==> config.mk <==
export PLATFORM = sky130hd
export DESIGN_NAME = piso_128bit
export DESIGN_NICKNAME = d
export VERILOG_FILES = /design/src/rtl/piso_128bit.sv
export SDC_FILE = /design/constraint.sdc
export NUM_CORES = 1
export LEC_CHECK = 0
export ABC_AREA = 1
export BUFFER_PORTS_ARGS = -buffer_cell sky130_fd_sc_hd__buf_2
export CAP_MARGIN = 20
export CORE_ASPECT_RATIO = 0.9
export CORE_MARGIN = 2
export CORE_UTILIZATION = 45
export CTS_CLUSTER_SIZE = 8
export DETAILED_ROUTE_END_ITERATION = 10
export GPL_TIMING_DRIVEN = 0
export MAX_ROUTING_LAYER = met4
export PLACE_DENSITY = 0.68
export SLEW_MARGIN = 10
export SYNTH_ARGS = -nofsm -noshare
export SYNTH_HDL_FRONTEND = slang
export SYNTH_SLANG_ARGS = --single-unit
==> constraint.sdc <==
create_clock -name clk -period 3.9 [get_ports clk]
set_input_delay 0.78 -clock clk [delete_from_list [all_inputs] [get_ports clk]]
set_output_delay 0.78 -clock clk [all_outputs]
set_load 0.01 [all_outputs]
==> src/rtl/piso_128bit.sv <==
// piso_128bit: parallel-in/serial-out transmitter for the AES-128 datapath.
// Captures a WIDTH-bit block in one cycle and shifts it out LSB first, one
// bit per non-stalled cycle, with a bit-valid strobe for the far-end SIPO.
//
// Ports:
//   clk          rising-edge clock
//   reset        synchronous, active-high reset (priority over all inputs)
//   load         capture request; honoured only while ready=1
//   parallel_in  block to transmit, sampled on the accepted load edge
//   hold         stall; freezes shifting while in SHIFT
//   ready        idle and able to accept load
//   serial_out   current bit (shreg[0]) during SHIFT, 0 otherwise
//   serial_valid bit-valid strobe (receiver write enable)
//   done         one-cycle pulse after the last bit has been sent
module piso_128bit #(
  parameter int unsigned WIDTH = 128,
  parameter int unsigned CNT_W = 7
) (
  input  logic             clk,
  input  logic             reset,
  input  logic             load,
  input  logic [WIDTH-1:0] parallel_in,
  input  logic             hold,
  output logic             ready,
  output logic             serial_out,
  output logic             serial_valid,
  output logic             done
);

  localparam logic [CNT_W-1:0] LAST_BIT = CNT_W'(WIDTH - 1);

  typedef enum logic [1:0] {
    IDLE  = 2'd0,
    SHIFT = 2'd1,
    DONE  = 2'd2
  } state_t;

  state_t           state;
  logic [WIDTH-1:0] shreg;
  logic [CNT_W-1:0] cnt;

  // Control FSM, shift register and bit counter.
  always_ff @(posedge clk) begin
    if (reset) begin
      state <= IDLE;
      shreg <= '0;
      cnt   <= '0;
    end else begin
      case (state)
        IDLE: begin
          if (load) begin
            shreg <= parallel_in;
            cnt   <= '0;
            state <= SHIFT;
          end
        end
        SHIFT: begin
          // A held cycle leaves shreg, cnt and state untouched.
          if (!hold) begin
            shreg <= {1'b0, shreg[WIDTH-1:1]};
            if (cnt == LAST_BIT) begin
              cnt   <= '0;
              state <= DONE;
            end else begin
              cnt <= cnt + CNT_W'(1);
            end
          end
        end
        DONE: begin
          state <= IDLE;
        end
        default: begin
          state <= IDLE;
        end
      endcase
    end
  end

  // Output decodes; reset forces every output low in the same cycle so an
  // aborted transfer drops serial_valid immediately.
  assign ready        = !reset && (state == IDLE);
  assign serial_out   = !reset && (state == SHIFT) && shreg[0];
  assign serial_valid = !reset && (state == SHIFT) && !hold;
  assign done         = !reset && (state == DONE);

endmodule

==> results.sh <==
export IMPL_h_tree_depth=4
export IMPL_route_detailed_drc=0
export IMPL_cp_max_fo=10
export IMPL_areaGrowthSynthToFinish_pct=22.1
export IMPL_fin_tns_setup_ns=0
export IMPL_routed_wl_microns=15900
export IMPL_ant_nets=0
export IMPL_clkSinkCount=137
export IMPL_hold_buffers=0
export IMPL_min_path_type="reg -> reg"
export IMPL_max_freq_mhz=345
export IMPL_syn_nets=1175
export IMPL_ctsResizeCount=0
export IMPL_fin_crit_sh_pct=74.4
export IMPL_finalSetupViolCount=0
export IMPL_die_x_microns=130
export IMPL_worst_slack_ns=0.999
export IMPL_maxSlewHeadroom_pct=57.0
export IMPL_dr_pass1_iters=4
export IMPL_irDropWorstVdd_mv=0.300
export IMPL_diodes=0
export IMPL_dp_hpwl_microns=10800
export IMPL_status="finished clean"
export IMPL_clk_path_buf_depth=2
export IMPL_ys_types=20
export IMPL_coreArea_sq_mm=0.0140
export IMPL_worstPathRequired_ns=3.12
export IMPL_grt_pass1_vias=5868
export IMPL_ys_seq_elements=137
export IMPL_synth_cells=1042
export IMPL_worst_pin_slew_ns=0.644
export IMPL_ioPinCount=136
export IMPL_fin_worst_skew_ns=0.00662
export IMPL_dp_slack_ns=0.983
export IMPL_clock_latency_ns=0.42
export IMPL_rsz0062_at_grt="false"
export IMPL_clk_pin_slew_ns=0.05
export IMPL_post_cts_repair_setup_buffers=0
export IMPL_grt_remaining_overflow=0
export IMPL_root_buffer="clkbuf_16"
export IMPL_track_usage_pct=22.3
export IMPL_die_h_microns=117
export IMPL_cts_buffers=17
export IMPL_arrival_ns=2.12
export IMPL_cp_start_kind="input pin"
export IMPL_ys_seq_area_share_pct=42.7
export IMPL_grt_max_degree=17
export IMPL_viasPerCell=4.66
export IMPL_layout_nets=1328
export IMPL_cts_tree="done"
export IMPL_wl_per_cell_microns=11.4
export IMPL_p_total_mw=3.66
export IMPL_p_leak_nw=3.82
export IMPL_synth_area_sq_mm=0.00642
export IMPL_vias=6514
export IMPL_finalCriticalPeriod_ns=2.90
export IMPL_postSynthAreaPerCell_sq_um=6.16
export IMPL_dieArea_sq_mm=0.0152
export IMPL_utilization_pct=56.0
export IMPL_p_per_area_mw_per_mm2=467
export IMPL_io_buffers=134
export IMPL_drtIter0Drc=477
export IMPL_gp_congestion=0.795
export IMPL_post_route_cells_drive_above_1_share_pct=17.1
export IMPL_initial_core_util_pct=45.8
export IMPL_finalHoldViolations=0
export IMPL_end_kind="primary output"
export IMPL_drv_cap=0
export IMPL_synth_warning_count=0
export IMPL_antenna_found_initial=0
export IMPL_path_class="in -> out"
export IMPL_placementRows=41
export IMPL_rrSetupSlack_ns=2.09
export IMPL_grt_pass1_wl_microns=26800
export IMPL_slew_violations=0
Yosys cell counts:
library cell / number / area [sq um]
nand2_1: 657 / 2470
dfxtp_1: 137 / 2740
a21oi_1: 130 / 651
buf_2: 41 / 205
clkbuf_1: 28 / 105
nor2_1: 13 / 48.8
inv_1: 11 / 41.3
nand3_1: 6 / 30.0
nor3_1: 4 / 20.0
nand4_1: 3 / 18.8
inv_2: 2 / 7.51
nand2_2: 2 / 12.5
a21oi_2: 1 / 8.76
buf_4: 1 / 7.51
buf_6: 1 / 11.3
ha_1: 1 / 12.5
nor3b_1: 1 / 7.51
nor4_1: 1 / 6.26
o21bai_1: 1 / 7.51
xor2_1: 1 / 8.76
routing by layer:
layer / track usage (%) / up-vias / part of all wire [%]
met5: - / - / 0
li1: - / 3532 / -
met4: 5.31 / 0 / 0.82
met2: 33.4 / 128 / 44
met1: 30.3 / 2841 / 50
met3: 5.79 / 13 / 4.5
sequential cells by signal, indices dropped and copies added, names as in the netlist:
name   cells
shreg    128
state      2
cnt        7
path summary, 6_finish.rpt:
check | endpoint | cells past startpoint | start
worst min register to register | shreg[0] | 2 | shreg[0]
worst max-delay path | serial_out | 4 | reset
worst min-delay path | shreg[0] | 2 | shreg[0]
worst max register to register | shreg[67] | 8 | state[1]
cells in the final DEF, fill, tap and decap left out, types with 2 or more instances in the layout:
master     count
dfxtp_1      137
inv_2          2
buf_2        175
nor3_1         4
clkinv_2       4
nand2_1      657
nand2_2        2
clkbuf_8       3
inv_1         11
nand3_1        6
nor2_1        13
nand4_1        3
clkbuf_16     17
clkbuf_1      33
a21oi_1      130
worst max-delay path, cell delays in order:
cell and delay (ns):
clkbuf_1 0.48, clkbuf_1 0.52, nor3b_1 0.16, buf_2 0.18
stage by stage:
stage | hold WS, ns | instance area [sq um] | instances
after global routing | 0.477 | 7840 | 1398
after global placement | 0.452 | 7330 | 1369
after CTS | 0.462 | 7840 | 1398
after floorplan | 0.441 | 6420 | 1042
final | 0.462 | 7840 | 1398
after detailed placement | 0.454 | 7330 | 1369
kinds of logic (layout without fill, tap and decap cells):
kind of cell             count (synthesis)  count (layout)  synth area share [%]
buffers and inverters                   84             247                  5.89
adder cells (fa/ha/maj)                  1               1                 0.195
AND/OR/NAND/NOR                        687             687                  40.7
AO/OA/AOI/OAI                          132             132                  10.4
flip-flops                             137             137                  42.7
XOR/XNOR                                 1               1                 0.136
power breakdown:
part / switching (mW) / total (mW) / internal [mW]
Sequential: 0.0596 / 1.58 / 1.52
Clock: 0.559 / 1.41 / 0.847
Combinational: 0.421 / 0.670 / 0.249
cell type report:
type | instances | area (sq um)
fill | 1496 | 6170
multi-input combinational | 821 | 3300
sequential | 137 | 2740
timing repair buffer | 134 | 671
clock buffer | 25 | 485
buffer | 71 | 329
tap | 193 | 241
inverter | 13 | 48.8
clock inverter | 4 | 20.0
Power figures use the tool's default switching activity.
